[src/rtl/pll_clken_nco.sv]
// pll_clken_nco: lock-qualified multi-channel NCO clock-enable generator.
// Optional sticky lock-loss flag: define PLL_LOCK_LOSS_STICKY_EN.
module pll_clken_nco #(
  parameter int CHANNELS = 2,
  parameter int ACC_W = 24,
  parameter int LOCK_STABLE_CYCLES = 1024,
  parameter logic [ACC_W-1:0] INC_RESET = '0
) (
  input  logic clk,
  input  logic reset,
  input  logic pll_lock,
  input  logic inc_wr,
  input  logic [((CHANNELS > 1) ? $clog2(CHANNELS) : 1)-1:0] ch_sel,
  input  logic [ACC_W-1:0] inc_data,
  output logic ready,
  output logic [CHANNELS-1:0] clk_en,
  output logic [CHANNELS-1:0] phase_msb,
  output logic [CHANNELS-1:0] inc_pending,
  output logic lock_lost,
  input  logic lock_lost_clr
);

  localparam int CNT_W = $clog2(LOCK_STABLE_CYCLES);
  localparam logic [CNT_W-1:0] CNT_MAX =
    CNT_W'(LOCK_STABLE_CYCLES - 1);

  logic [CNT_W-1:0] cnt;
  logic run;

  // ready needs CNT_MAX prior lock-high cycles plus the current one
  always_ff @(posedge clk) begin
    if (!reset) begin
      cnt   <= '0;
      ready <= 1'b0;
    end else if (!pll_lock) begin
      cnt   <= '0;
      ready <= 1'b0;
    end else begin
      if (cnt != CNT_MAX) cnt <= cnt + 1'b1;
      ready <= (cnt == CNT_MAX);
    end
  end

  assign run = ready & pll_lock;

  for (genvar i = 0; i < CHANNELS; i++) begin : g_ch
    logic [ACC_W-1:0] acc;
    logic [ACC_W-1:0] inc_act;
    logic [ACC_W-1:0] inc_pend;
    logic [ACC_W:0] sum;
    logic en_q;
    logic pend_q;
    logic carry;
    logic apply;
    logic hit;

    assign sum   = {1'b0, acc} + {1'b0, inc_act};
    assign carry = run & sum[ACC_W];
    assign apply = carry | ~|inc_act | ~ready;
    assign hit   = inc_wr & (int'(ch_sel) == i);

    always_ff @(posedge clk) begin
      if (!reset) begin
        acc      <= '0;
        en_q     <= 1'b0;
        inc_act  <= INC_RESET;
        inc_pend <= '0;
        pend_q   <= 1'b0;
      end else begin
        acc  <= run ? sum[ACC_W-1:0] : '0;
        en_q <= carry;
        if (apply && hit) begin
          inc_act <= inc_data;
          pend_q  <= 1'b0;
        end else if (apply && pend_q) begin
          inc_act <= inc_pend;
          pend_q  <= 1'b0;
        end else if (hit) begin
          inc_pend <= inc_data;
          pend_q   <= 1'b1;
        end
      end
    end

    assign clk_en[i]      = en_q;
    assign phase_msb[i]   = acc[ACC_W-1];
    assign inc_pending[i] = pend_q;
  end

`ifdef PLL_LOCK_LOSS_STICKY_EN
  logic lost_q;

  // a loss on the same edge as a clear still latches
  always_ff @(posedge clk) begin
    if (!reset) begin
      lost_q <= 1'b0;
    end else if (ready && !pll_lock) begin
      lost_q <= 1'b1;
    end else if (lock_lost_clr) begin
      lost_q <= 1'b0;
    end
  end

  assign lock_lost = lost_q;
`else
  logic unused_clr;

  assign unused_clr = lock_lost_clr;
  assign lock_lost  = 1'b0;
`endif

endmodule

[config.mk]
export PLATFORM = sky130hd
export DESIGN_NAME = pll_clken_nco
export DESIGN_NICKNAME = d
export VERILOG_FILES = /design/src/rtl/pll_clken_nco.sv
export SDC_FILE = /design/constraint.sdc
export NUM_CORES = 1
export LEC_CHECK = 0
export CAP_MARGIN = 15
export CORE_UTILIZATION = 40
export CTS_CLUSTER_DIAMETER = 40
export CTS_CLUSTER_SIZE = 24
export DETAILED_ROUTE_END_ITERATION = 12
export PLACE_DENSITY_LB_ADDON = 0.2
export SLEW_MARGIN = 10
export SYNTH_ARGS = -nofsm -noshare
export SYNTH_HDL_FRONTEND = slang
export SYNTH_SLANG_ARGS = --single-unit
[constraint.sdc]
create_clock -name clk -period 8.8 [get_ports clk]
set_clock_uncertainty 0.15 [all_clocks]
set_input_delay 1.76 -clock clk [delete_from_list [all_inputs] [get_ports clk]]
set_output_delay 1.76 -clock clk [all_outputs]
set_load 0.05 [all_outputs]
# Yosys cells after proc, flatten, opt, wreduce, memory -nomap -nowiden
# Index checks and enable logic that the tools add are counted.
[totals]
ff_bits = 159
in_bits = 30
out_inout_bits = 8
elab_cells = 53
[classes]
add_sub_neg = 3
eq_ne = 2
n_mux = 4
bitwise = 16
reduce_logical = 16
[op_table]
columns = ["op", "n"]
rows = [
  ["$mux W24", 4],
  ["$add A24 B24 Y25", 2],
  ["$reduce_or A24 Y1", 2],
  ["$add A10 B1 Y10 const B", 1],
  ["$eq A10 B10 Y1 const B", 1],
  ["$ne A10 B10 Y1 const B", 1],
  ["$not A1 Y1", 7],
  ["$reduce_and A3 Y1", 2],
  ["$reduce_or A3 Y1", 2],
  ["$and A1 B1 Y1", 5],
  ["$logic_and A1 B1 Y1", 4],
  ["$or A1 B1 Y1", 4],
  ["$reduce_and A2 Y1", 2],
  ["$reduce_bool A2 Y1", 2],
  ["$logic_not A1 Y1", 2],
]

# Longest topological paths before layout
# Gate-level depths: netlist of the first run.
[depth]
depth_word = 7
ltp_mapped = 11
ltp_nobuf = 9

# Worst setup path after synthesis of the first run
# OpenSTA, ideal clock, no wires.
[synth_timing]
path_type = "in2reg"
startpoint = "in pll_lock"
endpoint = "reg g_ch[1].inc_act[20]"
setup_ns = 0.083
arrival_ns = 3.204
t_required_ns = 8.567
setup_slack_ns = 5.364
cell_stages = 7
path_buffers = 3
path_cell_list = "clkbuf_1 > and4_1 > a221oi_2 > or3_1 > buf_2 > buf_2 > o221ai_1"
[synth_via]
elab_chain_len = 6
elab_cells_between_ends = 8
cone_classes = "mux (1); bitwise (4); reduce/logical (3)"
[synth_rtl]
columns = ["element", "line_no", "rtl"]
rows = [
  ["start: declaration", "11", "input logic pll_lock,"],
  ["$and A1 B1 Y1 (*)", "44", "assign run = ready & pll_lock;"],
  ["$and A1 B1 Y1 (*)", "58", "assign carry = run & sum[ACC_W];"],
  ["$or A1 B1 Y1 (*) (2 in series)", "59", "assign apply = carry | ~|inc_act | ~ready;"],
  ["$logic_and A1 B1 Y1, on equally long branches", "72, 75", ""],
  ["$mux W24 or $reduce_bool A2 Y1 (tied branches)", "-", ""],
  ["end signal: assignment", "73", "inc_act <= inc_data;"],
  ["end signal: assignment", "76", "inc_act <= inc_pend;"],
  ["end: declaration", "48", "logic [ACC_W-1:0] inc_act;"],
]
# Every way passes the cells marked *; elsewhere a longest branch is shown, timed or not.
# A chain may end at the register's enable or synchronous reset.

# Worst setup path in the final report of the first run
[layout_timing]
startpoint = "in pll_lock"
endpoint = "reg g_ch[1].acc[17]"
[layout_via]
elab_chain_len = 2
[layout_rtl]
columns = ["element", "line_no", "rtl"]
rows = [
  ["$and A1 B1 Y1", "44", ""],
  ["$reduce_and A2 Y1 (no source line)", "-", ""],
  ["end signal: assignment", "70", "acc <= run ? sum[ACC_W-1:0] : '0;"],
  ["end: declaration", "47", "logic [ACC_W-1:0] acc;"],
]
# Every way passes these cells.

==> reports/qor.json, run 1 <==
{
  "outcome": {"value": "finished, final reports clean"},
  "postCtsHoldBufs": {"value": 0},
  "area_overhead_of_the_layout_relative_to_synthesis": {"value": 12.9, "unit": "%"},
  "worst_tran_pin_value": {"value": 1.10, "unit": "ns"},
  "critical_path.max_stage_delay": {"value": 0.85, "unit": "ns"},
  "hold_path_end": {"value": "g_ch[0].inc_pend[1]"},
  "timing.reg2reg.worst_path_depth": {"value": 9},
  "timing.reg2reg.setup_slack": {"value": 4.87, "unit": "ns"},
  "power.net_switching": {"value": 0.387, "unit": "mW"},
  "max_transition_viols_final": {"value": 0},
  "number_of_setup_buffers_added_after_cts": {"value": 0},
  "synthesis.nets": {"value": 1037},
  "unrepaired_setup_endpoints_after_global_routing": {"value": "no"},
  "drt_pre_antenna_iters": {"value": 5},
  "p_leak": {"value": 3.67, "unit": "nW"},
  "timing.critical_path.cells": {"value": "clkdlybuf4s50_1, nand3_1, buf_4, a21oi_1, o21ai_0, a31oi_1, o31a_1"},
  "detail_route.drc_violations": {"value": 0},
  "top_signal_layer_used": {"value": "met4"},
  "cpLargestDelayFamily": {"value": "buffers and inverters"},
  "dr_wl_met2": {"value": 8240, "unit": "um"},
  "drt_iter0_drc": {"value": 333},
  "insertion_delay": {"value": 0.42, "unit": "ns"},
  "num_antenna_cells": {"value": 0},
  "dpl-instance-area": {"value": 8730, "unit": "sq um"},
  "core_region_area": {"value": 20200, "unit": "sq um"},
  "wl_met3": {"value": 390, "unit": "um"},
  "worst-setup-path-type": {"value": "input port to flop"},
  "postSynthCellCount": {"value": 956},
  "routed_wirelength": {"value": 18100, "unit": "um"},
  "core.rowCount": {"value": 52},
  "share_seq_of_total_power": {"value": 47.1, "unit": "%"},
  "critical_path.max_fanout": {"value": 23},
  "synth_seq_area_share": {"value": 38.6, "unit": "%"},
  "number_of_antenna_violations_at_the_first_check_in_global_routing": {"value": 0},
  "cts.root.buffer_cell": {"value": "sky130_fd_sc_hd__clkbuf_16"},
  "final-setup-viol-count": {"value": 0},
  "power.density_cell_area": {"value": 170, "unit": "nW/um^2"},
  "die_height": {"value": 146, "unit": "um"},
  "global_route.overflow_total": {"value": 0},
  "grt.total_usage": {"value": 17.8, "unit": "%"},
  "place_congestion": {"value": 0.820},
  "crit-reg2reg-capture": {"value": "g_ch[1].inc_act[14]"},
  "wirelength_met1": {"value": 9280, "unit": "um"},
  "irDropWorstVdd": {"value": 100, "unit": "uV"},
  "hpwl": {"value": 12900, "unit": "um"},
  "final_area": {"value": 9320, "unit": "sq um"},
  "reg2reg_from": {"value": "g_ch[1].inc_act[0]"},
  "power.share.combinational": {"value": 6.6, "unit": "%"},
  "synth_top_flop_cell": {"value": "sky130_fd_sc_hd__dfxtp_1"},
  "ctsResizeCount": {"value": 0},
  "cts_sink_cnt": {"value": 159},
  "cts_tree": {"value": "done"},
  "yosys.cell_types.count": {"value": 62},
  "layout.area.seq": {"value": 3180, "unit": "sq um"},
  "dieArea": {"value": 21200, "unit": "sq um"},
  "max-cap-violations": {"value": 0},
  "syn-cell-area": {"value": 8260, "unit": "sq um"},
  "timing.hold.worst.start": {"value": "g_ch[0].inc_pend[1]"},
  "die_width": {"value": 146, "unit": "um"},
  "initial_utilization": {"value": 40.8, "unit": "%"},
  "grt_max_degree": {"value": 93},
  "clk_pin_slew_worst_paths": {"value": 0.07, "unit": "ns"},
  "timing.max_slew.rel_slack": {"value": 26.6, "unit": "%"},
  "critPathSlowestCell": {"value": "sky130_fd_sc_hd__nand3_1"},
  "setup-tns-final": {"value": 0, "unit": "ns"},
  "first_pass_grt_wire_length": {"value": 30800, "unit": "um"},
  "ys_ff_latch": {"value": 159},
  "synth_enable_flop_cells": {"value": 0},
  "critical_path_required": {"value": 9.02, "unit": "ns"},
  "synth_warn": {"value": 0},
  "worst_hold_path.num_cells": {"value": 2},
  "drt-vias-per-instance": {"value": 5.25},
  "syn-mean-instance-area": {"value": 8.64, "unit": "sq um"},
  "end_kind": {"value": "flop"},
  "postRouteAntennaNets": {"value": 0},
  "cts_made_buffers": {"value": 17},
  "final_hold_viol_count": {"value": 0},
  "layout.nets": {"value": 1042},
  "io_buffer_count": {"value": 35},
  "dr_total_vias": {"value": 6536},
  "clock_power_share": {"value": 46.3, "unit": "%"},
  "utilization": {"value": 46.0, "unit": "%"},
  "final.period_utilization": {"value": 48.1, "unit": "%"},
  "worst_hold_path_type": {"value": "flop to flop"},
  "cts-htree-levels": {"value": 4},
  "p_int": {"value": 1.20, "unit": "mW"},
  "min_period": {"value": 4.23, "unit": "ns"},
  "swShare": {"value": 24.4, "unit": "%"},
  "cts_buffer_depth": {"value": 2},
  "avgRoutedWirePerCell": {"value": 14.6, "unit": "um"},
  "total_area_of_multi_input_combinational_cells": {"value": 4580, "unit": "sq um"},
  "worst-endpoint-arrival": {"value": 4.45, "unit": "ns"},
  "nFillCells": {"value": 1988},
  "fmax": {"value": 236, "unit": "MHz"},
  "layout_cell_share_with_drive_strength_beyond_1": {"value": 5.44, "unit": "%"},
  "path_buf_inv": {"value": 2},
  "cp-start-kind": {"value": "input port"},
  "io_pins": {"value": 38},
  "asyncSetResetFlopFracSynth": {"value": 0, "unit": "%"},
  "first_global_vias": {"value": 6216}
}
## Yosys cell counts, types with 3 or more instances
cell | count | area [sq um]
sky130_fd_sc_hd__dfxtp_1 | 159 | 3180
sky130_fd_sc_hd__nand2_1 | 125 | 469
sky130_fd_sc_hd__nor2_1 | 83 | 312
sky130_fd_sc_hd__inv_1 | 62 | 233
sky130_fd_sc_hd__mux2i_1 | 52 | 521
sky130_fd_sc_hd__ha_1 | 49 | 613
sky130_fd_sc_hd__a21oi_1 | 46 | 230
sky130_fd_sc_hd__a31oi_1 | 28 | 175
sky130_fd_sc_hd__clkbuf_1 | 28 | 105
sky130_fd_sc_hd__o221ai_1 | 25 | 219
sky130_fd_sc_hd__o221a_1 | 24 | 270
sky130_fd_sc_hd__o21ai_0 | 22 | 110
sky130_fd_sc_hd__nor3_1 | 19 | 95.1
sky130_fd_sc_hd__a21o_1 | 17 | 128
sky130_fd_sc_hd__nand3_1 | 16 | 80.1
sky130_fd_sc_hd__xor2_1 | 16 | 140
sky130_fd_sc_hd__a211oi_1 | 15 | 113
sky130_fd_sc_hd__nand4_1 | 13 | 81.3
sky130_fd_sc_hd__buf_2 | 12 | 60.1
sky130_fd_sc_hd__nor4_1 | 12 | 75.1
sky130_fd_sc_hd__o21a_1 | 12 | 90.1
sky130_fd_sc_hd__and2_1 | 11 | 68.8
sky130_fd_sc_hd__xnor2_1 | 10 | 87.6
sky130_fd_sc_hd__buf_4 | 9 | 67.6
sky130_fd_sc_hd__nand2b_1 | 9 | 56.3
sky130_fd_sc_hd__o21ai_1 | 9 | 45.0
sky130_fd_sc_hd__and3_1 | 6 | 37.5
sky130_fd_sc_hd__o21bai_1 | 5 | 37.5
sky130_fd_sc_hd__or3_1 | 5 | 31.3
sky130_fd_sc_hd__buf_1 | 4 | 15.0
sky130_fd_sc_hd__nor3b_1 | 4 | 30.0
sky130_fd_sc_hd__o211ai_1 | 4 | 30.0
sky130_fd_sc_hd__a2111oi_0 | 3 | 26.3
sky130_fd_sc_hd__a21boi_0 | 3 | 22.5
sky130_fd_sc_hd__a21oi_2 | 3 | 26.3
sky130_fd_sc_hd__o31ai_1 | 3 | 22.5
## layout make-up
class,count,share of cell area [%]
inverters,62,2.50
multi-input cells,680,49.2
clock buffers,17,4.57
well taps,270,3.63
clock inverters,15,1.76
flip-flops and latches,159,34.2
repair buffers,41,4.19
## flip-flops by register name, summed over array words and instances, names as in the netlist
register,flops
g_ch.en_q,2
g_ch.acc,48
g_ch.inc_pend,48
ready,1
g_ch.inc_act,48
g_ch.pend_q,2
cnt,10
## worst reg2reg max path: stages, from the launching register on
cell,delay (ns)
sky130_fd_sc_hd__dfxtp_1,0.33
sky130_fd_sc_hd__ha_1,0.23
sky130_fd_sc_hd__fa_1,0.44
sky130_fd_sc_hd__a211oi_1,0.33
sky130_fd_sc_hd__o21ai_1,0.17
sky130_fd_sc_hd__a221oi_1,0.49
sky130_fd_sc_hd__a21oi_1,0.24
sky130_fd_sc_hd__a221oi_2,0.38
sky130_fd_sc_hd__or3_1,0.75
sky130_fd_sc_hd__o221ai_1,0.25
## metrics by stage
step                      power, mW  cells  hold slack (ns)  setup WS (ns)
after floorplan               0.831    956            0.285           5.36
after global placement        0.868   1212            0.292           4.10
after detailed placement      0.869   1212            0.297           4.10
after CTS                      1.61   1244            0.308           4.55
after global routing           1.65   1244            0.323           4.36
final                          1.59   1244            0.305           4.57
## metal layers
layer,track usage (%),vias to the layer above
met1,24.1,3011
met3,3.10,12
met4,6.11,0
met2,28.6,72
met5,0,-
li1,-,3441
## cells by family after synthesis
family	synth area share, %
AO/OA/AOI/OAI	21.3
XOR/XNOR	2.76
adder cells (fa/ha/maj)	7.91
buffers and inverters	6.09
flip-flops	38.6
multiplexers	6.30
other	0.0454
AND/OR/NAND/NOR	17.0
## worst max path at each step
stage / to / slack [ns] / start / cells after the start
floorplan: g_ch[1].inc_act[20] / 5.36 / pll_lock / 7
global placement: g_ch[1].acc[17] / 4.10 / pll_lock / 7
detailed placement: g_ch[1].acc[17] / 4.10 / pll_lock / 7
CTS: g_ch[1].acc[17] / 4.55 / pll_lock / 7
global route: g_ch[1].acc[17] / 4.36 / pll_lock / 7
finish: g_ch[1].acc[17] / 4.57 / pll_lock / 7
## placed cells by master (no fill, tap or decap), types with 17 or more instances in the layout
master                            count
sky130_fd_sc_hd__nor3_1              19
sky130_fd_sc_hd__a21oi_1             46
sky130_fd_sc_hd__o221a_1             24
sky130_fd_sc_hd__dfxtp_1            159
sky130_fd_sc_hd__o21ai_0             22
sky130_fd_sc_hd__nand2_1            125
sky130_fd_sc_hd__clkbuf_16           17
sky130_fd_sc_hd__inv_1               62
sky130_fd_sc_hd__mux2i_1             52
sky130_fd_sc_hd__nor2_1              83
sky130_fd_sc_hd__ha_1                49
sky130_fd_sc_hd__o221ai_1            25
sky130_fd_sc_hd__clkdlybuf4s50_1     34
sky130_fd_sc_hd__a21o_1              17
sky130_fd_sc_hd__a31oi_1             28
## power groups by stage
stage	Combinational, mW	Sequential [mW]	Clock [mW]
floorplan	0.0737	0.757	0
global placement	0.105	0.763	0
detailed placement	0.105	0.763	0
CTS	0.106	0.747	0.754
global route	0.117	0.749	0.783
finish	0.105	0.747	0.733
No activity file was read; power rests on OpenSTA's default activity.
==> inputs of run 2 (changes only) <==
- clock period: 8.8 -> 3.84 ns (I/O delays scaled with it)
==> run 2 against run 1 <==
Net effect:
- die area unchanged
- design area increased by 2.1%
- worst hold slack got worse by 0.0017 ns
- sequential power increased by 130%
- critical path depth increased by 3
- via count increased by 0.81%
- critical path type is now flop to flop
- combinational power increased by 130%
- cell count increased by 0.56%
- largest power group is now clock
- register-to-register slack got worse by 4.5 ns
==> reports/qor.json, run 2 (synthesis gave the netlist of run 1 again) <==
{
  "outcome": {"value": "finished, final reports clean"},
  "number_of_setup_buffers_added_after_cts": {"value": 0},
  "die_width": {"value": 146, "unit": "um"},
  "grt_max_degree": {"value": 86},
  "worst-setup-path-type": {"value": "flop to flop"},
  "cts_sink_cnt": {"value": 159},
  "post_layout_nonfiller_instances": {"value": 1251},
  "grt.total_usage": {"value": 18.3, "unit": "%"},
  "insertion_delay": {"value": 0.42, "unit": "ns"},
  "leading_cell_types_in_the_layout_fill_and_taps_excluded": {"value": "sky130_fd_sc_hd__dfxtp_1 (159), sky130_fd_sc_hd__nand2_1 (125), sky130_fd_sc_hd__nor2_1 (83), sky130_fd_sc_hd__inv_1 (62), sky130_fd_sc_hd__mux2i_1 (52)"},
  "dieArea": {"value": 21200, "unit": "sq um"},
  "unrepaired_setup_endpoints_after_global_routing": {"value": "no"},
  "most_common_library_cell_in_the_layout_ignoring_fill_and_taps": {"value": "sky130_fd_sc_hd__dfxtp_1"},
  "postRouteAntennaNets": {"value": 0},
  "num_antenna_cells": {"value": 0},
  "die_height": {"value": 146, "unit": "um"},
  "drt_pre_antenna_iters": {"value": 5},
  "avgRoutedWirePerCell": {"value": 14.9, "unit": "um"},
  "cpLargestDelayFamily": {"value": "compound AO/OA/AOI/OAI gates"},
  "dr_total_vias": {"value": 6589},
  "drt-vias-per-instance": {"value": 5.27},
  "power.density_cell_area": {"value": 403, "unit": "nW/um^2"},
  "cts.root.buffer_cell": {"value": "sky130_fd_sc_hd__clkbuf_16"},
  "cts_buffer_depth": {"value": 2},
  "p_leak": {"value": 3.77, "unit": "nW"},
  "io_pins": {"value": 38},
  "detail_route.drc_violations": {"value": 0},
  "min_period": {"value": 3.43, "unit": "ns"},
  "worst-endpoint-arrival": {"value": 3.64, "unit": "ns"},
  "core_region_area": {"value": 20200, "unit": "sq um"},
  "final_hold_viol_count": {"value": 0},
  "initial_utilization": {"value": 40.8, "unit": "%"},
  "max_transition_viols_final": {"value": 0},
  "final.period_utilization": {"value": 89.3, "unit": "%"},
  "fmax": {"value": 292, "unit": "MHz"},
  "final-setup-viol-count": {"value": 0},
  "max-cap-violations": {"value": 0},
  "cp-start-kind": {"value": "flop"},
  "placed_instance_count": {"value": 1220},
  "global_route.overflow_total": {"value": 0},
  "critical_path.max_stage_delay": {"value": 0.44, "unit": "ns"},
  "first_global_vias": {"value": 6327},
  "reg.largest.list": {"value": "g_ch.acc: 48 flops, g_ch.inc_act: 48 flops, g_ch.inc_pend: 48 flops"},
  "timing.critical_path.cells": {"value": "ha_1, fa_1, a211oi_1, o21ai_1, a21oi_2, a2111oi_1, or3_4, a21oi_2, buf_12, o221a_1"},
  "postCtsHoldBufs": {"value": 0},
  "number_of_antenna_violations_at_the_first_check_in_global_routing": {"value": 0},
  "clk_pin_slew_worst_paths": {"value": 0.06, "unit": "ns"},
  "critPathMostFrequentCell": {"value": "sky130_fd_sc_hd__a21oi_2"},
  "end_kind": {"value": "flop"},
  "cts_made_buffers": {"value": 17},
  "timing.max_slew.rel_slack": {"value": 45.2, "unit": "%"},
  "critical_path_required": {"value": 4.05, "unit": "ns"},
  "critPathSlowestCell": {"value": "sky130_fd_sc_hd__or3_4"},
  "routed_wirelength": {"value": 18600, "unit": "um"},
  "io_buffer_count": {"value": 35},
  "core.rowCount": {"value": 52},
  "cts_tree": {"value": "done"},
  "worst_hold_path_type": {"value": "flop to flop"},
  "hpwl": {"value": 13200, "unit": "um"},
  "area_overhead_of_the_layout_relative_to_synthesis": {"value": 15.2, "unit": "%"},
  "layout.nets": {"value": 1050},
  "layout_cell_share_with_drive_strength_beyond_1": {"value": 6.12, "unit": "%"},
  "critical_path.max_fanout": {"value": 18},
  "drt_iter0_drc": {"value": 276},
  "place_congestion": {"value": 0.812},
  "path_buf_inv": {"value": 1},
  "setup-tns-final": {"value": 0, "unit": "ns"},
  "cts-htree-levels": {"value": 4},
  "irDropWorstVdd": {"value": 188, "unit": "uV"},
  "worst_tran_pin_value": {"value": 0.821, "unit": "ns"},
  "first_pass_grt_wire_length": {"value": 31400, "unit": "um"}
}
[run 2: cell count changes in the layout (fill, tap and decap cells not counted)]
cell	delta
sky130_fd_sc_hd__buf_4	+3
sky130_fd_sc_hd__a21oi_4	+1
sky130_fd_sc_hd__bufinv_16	+3
sky130_fd_sc_hd__clkinv_4	-6
sky130_fd_sc_hd__buf_12	+5
sky130_fd_sc_hd__clkbuf_8	+3
sky130_fd_sc_hd__inv_6	-2
sky130_fd_sc_hd__clkinvlp_4	-1
sky130_fd_sc_hd__a21oi_2	-1
sky130_fd_sc_hd__clkinv_2	+2
[run 2: per-layer routing]
| metal | share of wire, % | GRT usage (%) | vias up |
|---|---|---|---|
| met2 | 47 | 29.9 | 80 |
| li1 | - | - | 3460 |
| met1 | 49 | 24.2 | 3037 |
| met5 | 0 | 0 | - |
| met3 | 2.7 | 3.51 | 12 |
| met4 | 1.2 | 6.00 | 0 |
[run 2: metrics by stage]
stage	cell area (sq um)	utilization (%)	total power, mW	setup WS, ns	hold WS, ns
finish	9510	47.0	3.83	0.411	0.304
global route	9510	47.0	3.98	0.202	0.318
CTS	9500	47.0	3.88	0.293	0.308
detailed placement	8850	43.7	1.99	0.356	0.297
global placement	8850	43.7	1.99	0.372	0.292
floorplan	8260	-	1.90	0.775	0.285
[run 2: final timing paths]
path                       start                   to  slack, ns  cells past startpoint
max           g_ch[0].inc_act[0]   g_ch[0].inc_act[7]       0.41                     10
min          g_ch[0].inc_pend[8]  g_ch[0].inc_pend[8]       0.30                      2
max reg2reg   g_ch[0].inc_act[0]   g_ch[0].inc_act[7]       0.41                     10
min reg2reg  g_ch[0].inc_pend[8]  g_ch[0].inc_pend[8]       0.30                      2
[run 2: repair_timing]
item | CTS | global route
endpoints found under the hold margin | 0 | 0
resized for setup | 0 | 1
endpoints found under the setup margin | 0 | 1
[run 2: final cells by class]
type	count	area (sq um)
well taps	270	338
repair buffers	49	513
flip-flops and latches	159	3180
inverters	62	233
fillers	1947	10700
clock buffers	20	467
clock inverters	11	186
multi-input cells	680	4590
[run 2: worst reg2reg max path, stage by stage, from the launching register on]
cell and delay [ns]:
sky130_fd_sc_hd__dfxtp_1 0.33, sky130_fd_sc_hd__ha_1 0.22, sky130_fd_sc_hd__fa_1 0.43, sky130_fd_sc_hd__a211oi_1 0.42
sky130_fd_sc_hd__o21ai_1 0.17, sky130_fd_sc_hd__a21oi_2 0.24, sky130_fd_sc_hd__a2111oi_1 0.15, sky130_fd_sc_hd__or3_4 0.44
sky130_fd_sc_hd__a21oi_2 0.40, sky130_fd_sc_hd__buf_12 0.21, sky130_fd_sc_hd__o221a_1 0.20
[run 2: power by group]
group / internal, mW / switching (mW)
registers: 1.68 / 0.0327
clock network: 1.20 / 0.676
logic: 0.105 / 0.141
total: 2.98 / 0.850
